[src/rtl/rf_wr_arbiter.sv]
// rf_wr_arbiter: owns the single write port of the integer register file.
// Writeback writes always win. One debug write can be buffered and is
// issued in the next free slot. Optional starvation guard (compile with
// RF_WR_ARB_STARVE_EN): after STARVE_LIMIT-1 blocked cycles the arbiter
// raises hold_o until the debug write gets its slot.
//
// Handshake: a debug request transfers on a rising edge where
// dbg_valid_i && dbg_ready_o. dbg_ready_o is high only while IDLE, so at
// most one debug write is outstanding. dbg_done_o pulses for one cycle,
// together with the registered write (or with no write, for dst 0).
module rf_wr_arbiter #(
  parameter int XLEN         = 32,
  parameter int AR_BITS      = 5,
  parameter int STARVE_LIMIT = 8
) (
  input  logic               clk,
  input  logic               rst_n,
  input  logic               wb_we_i,
  input  logic [AR_BITS-1:0] wb_dst_i,
  input  logic [XLEN-1:0]    wb_r_i,
  input  logic               dbg_valid_i,
  output logic               dbg_ready_o,
  input  logic [AR_BITS-1:0] dbg_dst_i,
  input  logic [XLEN-1:0]    dbg_data_i,
  output logic               dbg_done_o,
  output logic               hold_o,
  output logic               rf_we_o,
  output logic [AR_BITS-1:0] rf_dst_o,
  output logic [XLEN-1:0]    rf_data_o
);

  typedef enum logic [1:0] {
    IDLE = 2'd0,
    PEND = 2'd1,
    HOLD = 2'd2
  } state_t;

  // A starvation threshold below 2 cannot be met by the counter.
  if (STARVE_LIMIT < 2) begin : g_bad_limit
    $error("rf_wr_arbiter: STARVE_LIMIT must be >= 2");
  end

  state_t               state_q, state_d;
  logic [AR_BITS-1:0]   pend_dst_q, pend_dst_d;
  logic [XLEN-1:0]      pend_data_q, pend_data_d;
  logic                 rf_we_q, rf_we_d;
  logic [AR_BITS-1:0]   rf_dst_q, rf_dst_d;
  logic [XLEN-1:0]      rf_data_q, rf_data_d;
  logic                 done_q, done_d;
  logic                 slot_busy;

`ifdef RF_WR_ARB_STARVE_EN
  localparam int CNT_W = (STARVE_LIMIT > 2) ? $clog2(STARVE_LIMIT) : 1;
  // Counter value one step before reaching STARVE_LIMIT-1.
  localparam logic [CNT_W-1:0] CNT_LAST = CNT_W'(STARVE_LIMIT - 2);
  logic [CNT_W-1:0]     cnt_q, cnt_d;
  logic                 hold_q, hold_d;
`endif

  // A WB write to x0 is dropped and leaves the slot free for debug.
  assign slot_busy = wb_we_i && (wb_dst_i != '0);

  // Next-state, pending buffer and registered port decision.
  always_comb begin
    state_d     = state_q;
    pend_dst_d  = pend_dst_q;
    pend_data_d = pend_data_q;
    rf_we_d     = 1'b0;
    rf_dst_d    = '0;
    rf_data_d   = '0;
    done_d      = 1'b0;
`ifdef RF_WR_ARB_STARVE_EN
    cnt_d       = cnt_q;
`endif
    if (slot_busy) begin
      rf_we_d   = 1'b1;
      rf_dst_d  = wb_dst_i;
      rf_data_d = wb_r_i;
    end
    case (state_q)
      IDLE: begin
        // Capture only; issue is never earlier than the cycle after.
        if (dbg_valid_i) begin
          state_d     = PEND;
          pend_dst_d  = dbg_dst_i;
          pend_data_d = dbg_data_i;
`ifdef RF_WR_ARB_STARVE_EN
          cnt_d       = '0;
`endif
        end
      end
      PEND, HOLD: begin
        if (!slot_busy) begin
          // Debug write to x0 completes without touching the port.
          rf_we_d   = (pend_dst_q != '0);
          rf_dst_d  = (pend_dst_q != '0) ? pend_dst_q : '0;
          rf_data_d = (pend_dst_q != '0) ? pend_data_q : '0;
          done_d    = 1'b1;
          state_d   = IDLE;
`ifdef RF_WR_ARB_STARVE_EN
          cnt_d     = '0;
`endif
        end
`ifdef RF_WR_ARB_STARVE_EN
        else if (state_q == PEND) begin
          cnt_d = cnt_q + CNT_W'(1);
          if (cnt_q == CNT_LAST) begin
            state_d = HOLD;
          end
        end
`endif
      end
      default: state_d = IDLE;
    endcase
  end

`ifdef RF_WR_ARB_STARVE_EN
  // hold_o is high exactly while the FSM sits in HOLD.
  always_comb begin
    hold_d = (state_d == HOLD);
  end
`endif

  // State and output registers; reset discards any pending debug write.
  always_ff @(posedge clk or negedge rst_n) begin
    if (!rst_n) begin
      state_q     <= IDLE;
      pend_dst_q  <= '0;
      pend_data_q <= '0;
      rf_we_q     <= 1'b0;
      rf_dst_q    <= '0;
      rf_data_q   <= '0;
      done_q      <= 1'b0;
`ifdef RF_WR_ARB_STARVE_EN
      cnt_q       <= '0;
      hold_q      <= 1'b0;
`endif
    end else begin
      state_q     <= state_d;
      pend_dst_q  <= pend_dst_d;
      pend_data_q <= pend_data_d;
      rf_we_q     <= rf_we_d;
      rf_dst_q    <= rf_dst_d;
      rf_data_q   <= rf_data_d;
      done_q      <= done_d;
`ifdef RF_WR_ARB_STARVE_EN
      cnt_q       <= cnt_d;
      hold_q      <= hold_d;
`endif
    end
  end

  assign dbg_ready_o = (state_q == IDLE);
  assign dbg_done_o  = done_q;
  assign rf_we_o     = rf_we_q;
  assign rf_dst_o    = rf_dst_q;
  assign rf_data_o   = rf_data_q;
`ifdef RF_WR_ARB_STARVE_EN
  assign hold_o      = hold_q;
`else
  assign hold_o      = 1'b0;
`endif

endmodule

[config.mk]
export PLATFORM = sky130hd
export DESIGN_NAME = rf_wr_arbiter
export DESIGN_NICKNAME = d
export VERILOG_FILES = /design/src/rtl/rf_wr_arbiter.sv
export SDC_FILE = /design/constraint.sdc
export NUM_CORES = 1
export LEC_CHECK = 0
export CAP_MARGIN = 20
export CORE_MARGIN = 8
export CORE_UTILIZATION = 50
export CTS_BUF_LIST = sky130_fd_sc_hd__clkbuf_8
export DETAILED_ROUTE_END_ITERATION = 7
export GPL_ROUTABILITY_DRIVEN = 1
export GPL_TIMING_DRIVEN = 0
export PLACE_DENSITY = 0.95
export SLEW_MARGIN = 0
export SYNTH_ARGS = -nofsm -noshare
export SYNTH_HDL_FRONTEND = slang
export SYNTH_SLANG_ARGS = --single-unit
[constraint.sdc]
create_clock -name clk -period 2.6 [get_ports clk]
set_input_delay 0.52 -clock clk [delete_from_list [all_inputs] [get_ports clk]]
set_output_delay 0.52 -clock clk [all_outputs]
set_load 0.01 [all_outputs]
# Word-level counts from Yosys, hierarchy flattened
# Cells that the tools add are included.
[word_totals] latchBits=0 wordCells=34 reg_bits=78 ram_bits=0 mem_count=0 romBits=0
[op_classes] bitwise_logic=0 n_eq_ne=4 addsub=0 n_mul=0 n_lt_le_gt_ge=0 reduce_logical=7 div=0 muxes=16 shifts=0
[ops] cell="32-bit 2-to-1 mux" n=4
[ops] cell="5-bit 2-to-1 mux" n=4
[ops] cell="5-bit nonzero test" n=2
[ops] cell="1-bit 2-to-1 mux" n=5
[ops] cell="2-bit 2-to-1 mux" n=2
[ops] cell="2-bit inequality test, second input constant" n=2
[ops] cell="2-bit case mux with 2 select lines" n=1
[ops] cell="2-bit AND reduction" n=2
[ops] cell="2-bit by 1-bit == test with 1-bit output, second input constant" n=1
[ops] cell="2-bit == test, second input constant" n=1
[ops] cell="2-bit logical NOT" n=1
[ops] cell="2-bit OR reduction" n=1
[ops] cell="1-bit logical AND" n=1

# Depth between registers and ports, before layout
# Gate-level depths: netlist of the first run.
[depth] word_depth=5 ltp_mapped=6 depth_no_buf=3

# Least setup slack after synthesis of the first run
# OpenSTA, ideal clock, no wires.
[synth_timing] path_kind="input to register" startpoint="input wb_dst_i[3]" endpoint="register rf_data_q[12] (netlist: rf_data_o[12])" n_path_buf=3 path_slack_ns=0.690 setup_time_ns=0.092 t_arrival_ns=1.818 stages=6 t_required_ns=2.508 cell_sequence="or4_4 -> buf_6 -> o21a_1 -> buf_6 -> buf_6 -> o31ai_2"
[synth_between] elab_chain_cells=5
[synth_rtl] element="from (decl)" line_no="19" source="input logic [AR_BITS-1:0] wb_dst_i,"
[synth_rtl] element="5-bit nonzero test (*)" line_no="61" source="assign slot_busy = wb_we_i && (wb_dst_i != '0);"
[synth_rtl] element="1-bit logical AND (*)" line_no="61"
[synth_rtl] element="32-bit 2-to-1 mux" line_no="75" source="if (slot_busy) begin"
[synth_rtl] element="32-bit 2-to-1 mux" line_no="93" source="if (!slot_busy) begin"
[synth_rtl] element="32-bit 2-to-1 mux (*)" line_no="80" source="case (state_q)"
[synth_rtl] element="net rf_data_d[12]" line_no="48" source="logic [XLEN-1:0] rf_data_q, rf_data_d;"
[synth_rtl] element="to (signal assigned)" line_no="144" source="rf_data_q <= rf_data_d;"
[synth_rtl] element="to (decl)" line_no="48"
# The timed path passes the listed nets; every way through them passes the cells marked *.
# A chain may end at the register's enable or synchronous reset.

# Final worst setup path of the first run
[layout_timing] startpoint="register state_q[0]" endpoint="output dbg_ready_o"
[layout_between] elab_chain_cells=1
[layout_rtl] element="from (decl)" line_no="43" source="state_t state_q, state_d;"
[layout_rtl] element="from (signal assigned)" line_no="139" source="state_q <= state_d;"
[layout_rtl] element="2-bit logical NOT" line_no="153" source="assign dbg_ready_o = (state_q == IDLE);"
[layout_rtl] element="to (decl)" line_no="22" source="output logic dbg_ready_o,"
# Every way passes these cells.

==> results of run 1 <==
## how the worst min path moves through the flow
stage | slack (ns) | end
floorplan | 0.22 | dbg_done_o
global placement | 0.49 | pend_data_q[14]
detailed placement | 0.50 | pend_data_q[30]
CTS | 0.14 | rf_data_o[10]
global route | 0.15 | rf_data_o[10]
finish | 0.13 | rf_data_o[10]
## per-layer routing
metal / track usage [%] / wire length (um) / vias to the layer above / share of wire [%]
li1: - / - / 1195 / -
met2: 33.37 / 4759 / 93 / 52
met4: 9.353 / 172 / 0 / 1.9
met1: 23.17 / 3760 / 1266 / 41
met3: 4.552 / 467 / 13 / 5.1
met5: 0 / 0 / - / 0
## logic make-up after synthesis
logic type,Yosys count
compound gates,73
flops,77
other cells,1
mux,37
simple gates,41
buf+inv,29
## synth_stat cells
cell                       count  area (um2)
sky130_fd_sc_hd__o31ai_2      26       325.3
sky130_fd_sc_hd__buf_1         1       3.750
sky130_fd_sc_hd__o21ai_1       1       5.000
sky130_fd_sc_hd__a21o_1        1       7.510
sky130_fd_sc_hd__nor2b_1       1       6.260
sky130_fd_sc_hd__buf_6         5       56.30
sky130_fd_sc_hd__o211ai_1     32       240.2
sky130_fd_sc_hd__o21ai_0       3       15.01
sky130_fd_sc_hd__inv_1         1       3.750
sky130_fd_sc_hd__mux2_2       37       416.7
sky130_fd_sc_hd__o21a_1        1       7.510
sky130_fd_sc_hd__conb_1        1       3.750
sky130_fd_sc_hd__or4_4         1       11.26
sky130_fd_sc_hd__clkbuf_1     16       60.06
sky130_fd_sc_hd__buf_4         1       7.510
sky130_fd_sc_hd__or4_1         1       7.510
sky130_fd_sc_hd__a32o_1        3       30.03
sky130_fd_sc_hd__dfrtp_1      77        1927
sky130_fd_sc_hd__nand2_1      36       135.1
sky130_fd_sc_hd__nor2_1        2       7.510
sky130_fd_sc_hd__o31ai_1       6       45.04
sky130_fd_sc_hd__buf_2         5       25.02
## state kept, by name, summed over array words and instances, names as in the netlist
| signal | flops |
|---|---|
| dbg_done_o | 1 |
| pend_data_q | 32 |
| pend_dst_q | 5 |
| rf_data_o | 32 |
| rf_dst_o | 5 |
| rf_we_o | 1 |
| state_q | 1 |
## per-stage QoR
stage | TNS, ns | hold WS [ns]
2_1_floorplan | 0 | 0.2244
3_3_place_gp | -116.20 | 0.4891
3_5_place_dp | 0 | 0.4953
4_1_cts | 0 | 0.1360
5_1_grt | 0 | 0.1514
6_report | 0 | 0.1262
## power by group through the flow
| stage | clock (mW) | sequential (mW) | combinational [mW] |
|---|---|---|---|
| floorplan | 0 | 1.54 | 0.360 |
| global placement | 0 | 1.51 | 0.752 |
| detailed placement | 0 | 1.52 | 0.787 |
| CTS | 0.986 | 1.50 | 0.790 |
| global route | 1.04 | 1.52 | 0.843 |
| finish | 0.972 | 1.50 | 0.782 |
## layout make-up
type                    instances  area, um2  share of cell area [%]
plain buffers                  28      152.6                   3.154
repair buffers                117       1179                   24.35
inverters                       1      3.754                 0.07756
multi-input cells             152       1264                   26.11
well taps                      80      100.1                   2.068
flip-flops and latches         77       1927                   39.81
clock inverters                 7      90.09                   1.861
clock buffers                   9      123.9                   2.559
==> impl_metrics.json, run 1 <==
{
  "run_status": "finished clean",
  "path_delay_family": "buffers and inverters",
  "timing.reg2reg.setup_slack_ns": 0.68,
  "drc": 0,
  "report.power.total_mw": 3.254,
  "detailedRoute.firstIterationViolations": 85,
  "cts.clk_slew.worst_paths_ns": 0.08,
  "detailedPlace.worstSlack_ns": 0.09213,
  "core_area_um2": 6644,
  "hp-class": "in2async",
  "area_share_of_and_or_nand_nor_cells_after_synthesis_pct": 5.009,
  "mappedNetlistArea_um2": 3347,
  "layout.nets": 464,
  "seqPwrFrac_pct": 46.1,
  "final_worst_clock_skew_ns": 0.009147,
  "clockBufferDepth": 2,
  "finalWorstSetupSlack_ns": 0.2678,
  "clkLatencyLatePin_ns": 0.34,
  "worst_setup_path_start_kind": "flip-flop",
  "detailedPlacementHpwl_um": 6810,
  "synth_compound_area_share_pct": 20.19,
  "via_count_of_the_first_global_routing_pass": 2857,
  "placed_area_um2": 4626,
  "synthAdderAreaFrac_pct": 0,
  "ff2ff_path_depth": 4,
  "finalCoreUtilization_pct": 72.84,
  "criticalPathCategory": "reg2out",
  "die-area_um2": 9568,
  "layout_min_cycle_time_ns": 2.332,
  "via_per_inst": 5.450,
  "chipHeight_um": 97.82,
  "power.ir.vdd_worst_mv": 0.4062,
  "num_io_pins": 119,
  "placement_rows": 30,
  "path_max_fanout": 10,
  "drt.antenna.violating_nets": 0,
  "endpoint": "dbg_ready_o",
  "power.internal_mw": 2.381,
  "netlist_instances": 258,
  "ctsRootBufferMaster": "sky130_fd_sc_hd__clkbuf_8",
  "xor_xnor_fraction_of_synth_area_pct": 0,
  "globalplace.congestion": 0.7500,
  "grt_usage_pct": 19.73,
  "critical_path_required_ns": 2.08,
  "finish.cell_count_without_fillers": 471,
  "cellLeakagePower_nw": 1.961,
  "main_combinational_cell_family_by_area_after_synthesis": "compound AO/OA/AOI/OAI gates",
  "fin_area_um2": 4840,
  "ctsResizeCount": 0,
  "syn_nets": 336,
  "timing.slew.headroom_pct": 60.20,
  "area_delta_synth_final_pct": 44.60,
  "maxSlewViolCount": 0,
  "grt_first_pass_wirelength_um": 14910,
  "timing.critical_path.buf_inv": 3,
  "synth.avg_cell_area_um2": 12.97,
  "grt_max_degree": 42,
  "die_span_x_um": 97.82,
  "layout_common_cells": "sky130_fd_sc_hd__clkdlybuf4s50_1 (115), sky130_fd_sc_hd__dfrtp_1 (77), sky130_fd_sc_hd__mux2_2 (37), sky130_fd_sc_hd__nand2_1 (36), sky130_fd_sc_hd__o211ai_1 (32)",
  "startpoint": "state_q[0]",
  "antenna_found_initial": 0,
  "dr_total_vias": 2567,
  "clock-sinks": 77,
  "slowest_stage": "sky130_fd_sc_hd__clkdlybuf4s50_1",
  "cts-hold-fix-buffers": 0,
  "reg2reg_from": "pend_dst_q[0]",
  "setup-violations-final": 0,
  "cts_setup_buffers": 0,
  "power.clock.fraction_pct": 29.9,
  "post_synth_num_cell_types": 22,
  "initial_utilization_pct": 50.38,
  "timing.critical_path.slowest_cell_delay_ns": 0.51,
  "drt_pre_antenna_iters": 4,
  "wire_per_inst_um": 19.45,
  "final_clock_period_utilization_by_the_worst_path_pct": 89.70,
  "postSynthRegisterBits": 77,
  "register_area_share_after_synthesis_pct": 57.57,
  "layout-drive-gt1-share_pct": 23.79,
  "numPlacedInstances": 455,
  "power.switching_mw": 0.8729,
  "grt_overflow": 0,
  "maxClockFrequency_mhz": 428.8,
  "power_density_nw_per_um2": 672.3,
  "grt_setup_unrepaired": "false",
  "power.share.switching_pct": 26.83,
  "cts_buffers": 9,
  "hold_violations": 0,
  "final_layout_fill_cell_count": 453,
  "cp_data_arrival_time_ns": 1.81,
  "actual_transition_at_the_worst_max_transition_pin_ns": 0.5970,
  "cts.htree.levels": 3,
  "layout.cells.most_common": "sky130_fd_sc_hd__clkdlybuf4s50_1",
  "post_synth_mux_area_share_pct": 12.45,
  "cp_cell_sequence": "clkbuf_1, inv_1, clkdlybuf4s50_1",
  "finalWirelength_um": 9160,
  "power_frac_comb_pct": 24.0,
  "io_buffers": 116,
  "yosysWarnings": 0,
  "end_kind": "output pin",
  "max_cap_viol_count": 0,
  "critical_path_cell_count": 3,
  "inserted_diodes": 0,
  "cts_tree": "done",
  "rr_endpoint": "rf_data_o[22]"
}
Note: power is estimated with default switching activity, not from simulation.
==> run 2, diff against run 1 <==
--- a/config.mk
+++ b/config.mk
@@ -9,3 +9,3 @@
 export CORE_MARGIN = 8
-export CORE_UTILIZATION = 50
+export CORE_UTILIZATION = 45
 export CTS_BUF_LIST = sky130_fd_sc_hd__clkbuf_8
@@ -14,3 +14,3 @@
 export GPL_TIMING_DRIVEN = 0
-export PLACE_DENSITY = 0.95
+export PLACE_DENSITY = 0.89
 export SLEW_MARGIN = 0
==> constraint.sdc (replaced) <==
create_clock -name clk -period 2.6 [get_ports clk]
set_input_delay 0.26 -clock clk [delete_from_list [all_inputs] [get_ports clk]]
set_output_delay 0.26 -clock clk [all_outputs]
set_load 0.01 [all_outputs]
==> impl_metrics.json, run 2 (same netlist as run 1, synthesis figures left out) <==
{
  "critical_path_required_ns": 2.34,
  "layout_common_cells": "sky130_fd_sc_hd__clkdlybuf4s50_1 (115), sky130_fd_sc_hd__dfrtp_1 (77), sky130_fd_sc_hd__mux2_2 (37), sky130_fd_sc_hd__nand2_1 (36), sky130_fd_sc_hd__o211ai_1 (32)",
  "final_clock_period_utilization_by_the_worst_path_pct": 79.42,
  "detailedPlacementHpwl_um": 6883,
  "path_max_fanout": 10,
  "die-area_um2": 10450,
  "cellLeakagePower_nw": 1.944,
  "power_density_nw_per_um2": 633.1,
  "cts_setup_buffers": 0,
  "placed_area_um2": 4657,
  "detailedPlace.worstSlack_ns": 0.3518,
  "antenna_found_initial": 0,
  "ff2ff_path_depth": 4,
  "num_io_pins": 119,
  "grt_first_pass_wirelength_um": 14820,
  "fin_setup_tns_ns": 0,
  "clockBufferDepth": 2,
  "die_span_x_um": 102.2,
  "report.power.total_mw": 3.060,
  "layout-drive-gt1-share_pct": 23.72,
  "maxSlewViolCount": 0,
  "finalWorstSetupSlack_ns": 0.5351,
  "slowest_stage": "sky130_fd_sc_hd__clkdlybuf4s50_1",
  "run_status": "finished clean",
  "layout_min_cycle_time_ns": 2.065,
  "placement_rows": 31,
  "grt_setup_unrepaired": "false",
  "path_delay_family": "buffers and inverters",
  "clock-sinks": 77,
  "timing.reg2reg.setup_slack_ns": 0.63,
  "layout.nets": 465,
  "timing.slew.headroom_pct": 57.56,
  "via_count_of_the_first_global_routing_pass": 2921,
  "max_cap_viol_count": 0,
  "chipHeight_um": 102.2,
  "setup-violations-final": 0,
  "layout.cells.most_common": "sky130_fd_sc_hd__clkdlybuf4s50_1",
  "hold_violations": 0,
  "cp_data_arrival_time_ns": 1.80,
  "area_delta_synth_final_pct": 44.41,
  "drt_pre_antenna_iters": 4,
  "rr_endpoint": "rf_data_o[29]",
  "worst_setup_path_start_kind": "flip-flop",
  "maxClockFrequency_mhz": 484.3,
  "cts.clk_slew.worst_paths_ns": 0.08,
  "numPlacedInstances": 474,
  "initial_utilization_pct": 46.39,
  "finish.cell_count_without_fillers": 491,
  "clkLatencyLatePin_ns": 0.34,
  "final_worst_clock_skew_ns": 0.005942,
  "grt_overflow": 0,
  "ctsRootBufferMaster": "sky130_fd_sc_hd__clkbuf_8",
  "ctsResizeCount": 0,
  "end_kind": "output pin",
  "cts_buffers": 9,
  "grt_usage_pct": 18.47,
  "cts.htree.levels": 3,
  "power.ir.vdd_worst_mv": 0.3273,
  "timing.critical_path.buf_inv": 3,
  "reg2reg_from": "pend_dst_q[0]",
  "hp-class": "in2async",
  "final_layout_fill_cell_count": 555,
  "actual_transition_at_the_worst_max_transition_pin_ns": 0.6366,
  "dr_total_vias": 2562,
  "wire_per_inst_um": 18.67,
  "io_buffers": 116,
  "startpoint": "state_q[0]",
  "drt.antenna.violating_nets": 0,
  "globalplace.congestion": 0.7931,
  "grt_max_degree": 76,
  "timing.hold.ws_ns": 0.2587,
  "core_area_um2": 7214,
  "cp_cell_sequence": "clkbuf_1, inv_1, clkdlybuf4s50_1",
  "cts_tree": "done",
  "finalCoreUtilization_pct": 67.00,
  "fin_area_um2": 4833,
  "inserted_diodes": 0,
  "drc": 0,
  "detailedRoute.firstIterationViolations": 82,
  "timing.critical_path.slowest_cell_delay_ns": 0.52,
  "via_per_inst": 5.218,
  "finalWirelength_um": 9166,
  "criticalPathCategory": "reg2out"
}
[run 2: changes by cell type in the layout (fill, tap and decap cells not counted)]
cell                            before  now
sky130_fd_sc_hd__clkinvlp_4          2    3
sky130_fd_sc_hd__clkinv_2            3    4
sky130_fd_sc_hd__buf_16              0    1
sky130_fd_sc_hd__buf_12              1    0
sky130_fd_sc_hd__dlygate4sd3_1       0    1
sky130_fd_sc_hd__bufinv_16           2    0
[run 2: layer usage]
metal / global-route usage (%) / vias to the layer above / share of wire [%]
met5: 0 / - / 0
li1: - / 1199 / -
met3: 4.564 / 14 / 6.0
met1: 20.65 / 1264 / 40
met2: 33.18 / 85 / 53
met4: 6.546 / 0 / 1.4
[run 2: area by class of cell]
type                            instances  area [um2]  share of cell area (%)
Multi-Input combinational cell        152        1264                   26.15
Buffer                                 28       152.6                   3.158
Clock inverter                          7       42.54                  0.8801
Sequential cell                        77        1927                   39.87
Tap cell                               99       123.9                   2.563
Clock buffer                            9       123.9                   2.563
Timing Repair Buffer                  118        1196                   24.75
Inverter                                1       3.754                 0.07766
[run 2: report_power, final]
group | switching, mW | total (mW) | leakage (nW) | internal (mW)
clock | 0.430 | 0.769 | 0.0808 | 0.339
combinational | 0.337 | 0.780 | 0.932 | 0.443
sequential | 0.105 | 1.51 | 0.931 | 1.41
[run 2: timing repair]
item	CTS	global route
hold buffers	1	0
endpoints found under the hold margin	77	0
setup endpoints to repair	0	0
[run 2: worst max-delay path by stage]
stage          cells after the start              end  slack (ns)
2_1_floorplan                      6    rf_data_o[12]        0.95
3_3_place_gp                       1  pend_data_q[18]       -1.28
3_5_place_dp                       5    pend_dst_q[1]        0.35
4_1_cts                            3      dbg_ready_o        0.53
5_1_grt                            3      dbg_ready_o        0.44
6_report                           3      dbg_ready_o        0.54
[run 2: worst register-to-register path, stage by stage, from the launching register on]
cell and delay (ns):
sky130_fd_sc_hd__dfrtp_1 0.42, sky130_fd_sc_hd__or4_1 0.55, sky130_fd_sc_hd__nor2_1 0.36, sky130_fd_sc_hd__buf_2 0.41, sky130_fd_sc_hd__o31ai_2 0.12
==> run 3, diff against run 2 <==
CORE_UTILIZATION = 42   (was 45)
PLACE_DENSITY = 0.88   (was 0.89)
clock period = 1.7 ns   (was 2.6 ns; I/O delays follow)
==> impl_metrics.json, run 3 (same netlist as run 1, synthesis figures left out) <==
{
  "clkLatencyLatePin_ns": 0.33,
  "cts.htree.levels": 3,
  "clock-sinks": 77,
  "seqCellArea_um2": 1927,
  "worst_setup_path_start_kind": "flip-flop",
  "timing.hold.ws_ns": 0.09023,
  "grt_first_pass_wirelength_um": 15350,
  "global_route_met2_usage_pct": 29.90,
  "area_delta_synth_final_pct": 50.58,
  "cts_tree": "done",
  "layout.cells.most_common": "sky130_fd_sc_hd__clkdlybuf4s50_1",
  "core_area_um2": 7727,
  "layout_common_cells": "sky130_fd_sc_hd__clkdlybuf4s50_1 (111), sky130_fd_sc_hd__dfrtp_1 (77), sky130_fd_sc_hd__mux2_2 (37), sky130_fd_sc_hd__nand2_1 (36), sky130_fd_sc_hd__o211ai_1 (32)",
  "clockBufferDepth": 2,
  "setup-violations-final": 0,
  "grt_overflow": 0,
  "path_delay_family": "simple AND/OR/NAND/NOR gates",
  "grt_setup_unrepaired": "true",
  "chipHeight_um": 105.3,
  "final_worst_clock_skew_ns": 0.01371,
  "layout-drive-gt1-share_pct": 26.14,
  "report.power.total_mw": 5.041,
  "actual_transition_at_the_worst_max_transition_pin_ns": 0.6003,
  "antenna_found_initial": 0,
  "drt_pre_antenna_iters": 4,
  "maxClockFrequency_mhz": 591.3,
  "dr_total_vias": 2649,
  "power_density_nw_per_um2": 1000,
  "timing.critical_path.slowest_cell_delay_ns": 0.59,
  "run_status": "finished clean",
  "inserted_diodes": 0,
  "power.ir.vdd_worst_mv": 0.5369,
  "wire_per_inst_um": 19.14,
  "area_occupied_by_multi_input_gates_um2": 1341,
  "cts.clk_slew.worst_paths_ns": 0.09,
  "globalplace.congestion": 0.7586,
  "ctsRootBufferMaster": "sky130_fd_sc_hd__clkbuf_8",
  "final_layout_fill_cell_count": 604,
  "final_clock_period_utilization_by_the_worst_path_pct": 99.48,
  "criticalPathCategory": "reg2reg",
  "hold_depth": 3,
  "fin_setup_tns_ns": 0,
  "path_max_fanout": 10,
  "max_cap_viol_count": 0,
  "detailedPlacementHpwl_um": 6854,
  "cp_data_arrival_time_ns": 1.90,
  "timing.slew.headroom_pct": 59.98,
  "cts_buffers": 9,
  "min_from": "wb_dst_i[3]",
  "cp_cell_sequence": "or4_1, nor2_4, buf_4, o31ai_1",
  "grt_usage_pct": 17.14,
  "drc": 0,
  "cellLeakagePower_nw": 2.048,
  "startpoint": "pend_dst_q[0]",
  "io_buffers": 116,
  "end_kind": "flip-flop",
  "hp-class": "in2reg",
  "met3_usage_pct": 4.080,
  "critical_path_cell_count": 4,
  "die_span_x_um": 105.3,
  "grt_max_degree": 76,
  "gr-max-usage-layer": "met2",
  "layout_min_cycle_time_ns": 1.691,
  "maxSlewViolCount": 0,
  "layout.nets": 467,
  "initial_utilization_pct": 43.31,
  "ff2ff_path_depth": 4,
  "timing.critical_path.buf_inv": 1,
  "critical_path_required_ns": 1.91,
  "placement_rows": 32,
  "detailedRoute.firstIterationViolations": 95,
  "die-area_um2": 11080,
  "finalWirelength_um": 9493,
  "timing.reg2reg.setup_slack_ns": 0.009,
  "global_route.usage.met1_pct": 20.43,
  "via_per_inst": 5.341,
  "drt.antenna.violating_nets": 0,
  "slowest_stage": "sky130_fd_sc_hd__or4_1",
  "hold_violations": 0,
  "reg2reg_from": "pend_dst_q[0]",
  "via_count_of_the_first_global_routing_pass": 2937,
  "num_io_pins": 119
}
[run 3: metal layers]
layer / wire [um] / part of all wire, %
met2: 4996 / 53
met4: 108 / 1.1
met5: 0 / 0
met3: 441 / 4.6
met1: 3946 / 42
[run 3: worst reg2reg max path: cells and delay by family, from the launching register on]
family | cells | cell delay [ns]
buf+inv | 1 | 0.26
compound gates | 1 | 0.12
simple gates | 2 | 0.77
flops | 1 | 0.41
[run 3: path summary, 6_finish.rpt]
path | endpoint
min in group asynchronous | rf_dst_o[4]
worst min-delay path | rf_dst_o[3]
max in group asynchronous | rf_data_o[21]
worst min register to register | pend_data_q[16]
worst max register to register | rf_data_o[4]
worst max-delay path | rf_data_o[4]
[run 3: power by group]
| group | total (mW) | internal, mW | leakage (nW) | switching [mW] |
|---|---|---|---|---|
| clock network | 1.47 | 0.805 | 0.105 | 0.663 |
| registers | 2.31 | 2.15 | 0.931 | 0.159 |
| logic | 1.27 | 0.710 | 1.01 | 0.556 |
| total | 5.04 | 3.66 | 2.05 | 1.38 |
[run 3: cell type report]
| cell class | instances | area share, % |
|---|---|---|
| sequential | 77 | 38.23 |
| multi-input combinational | 152 | 26.61 |
| timing repair buffer | 121 | 24.60 |
| clock inverter | 4 | 1.068 |
| clock buffer | 12 | 3.277 |
| buffer | 27 | 3.600 |
| tap | 102 | 2.532 |
| inverter | 1 | 0.07448 |
[run 3: repair_timing]
action	4_1_cts	5_1_grt
pin swaps	0	5
cloned	0	2
setup endpoints to repair	51	48
hold endpoints to repair	77	0
buffers inserted	1	0
resized for setup	16	21
hold buffers	1	0
[run 3: metrics by stage]
stage                     std cells  util, %  cell area, um2  worst slack [ns]
final                           496    65.22            5040          0.008805
after global routing            496    65.22            5040          -0.02688
after CTS                       494    64.05            4950         0.0005220
after detailed placement        477    60.31            4661           -0.5538
after global placement          476    59.99            4636            -2.113
after floorplan                 258        -            3347           0.09554
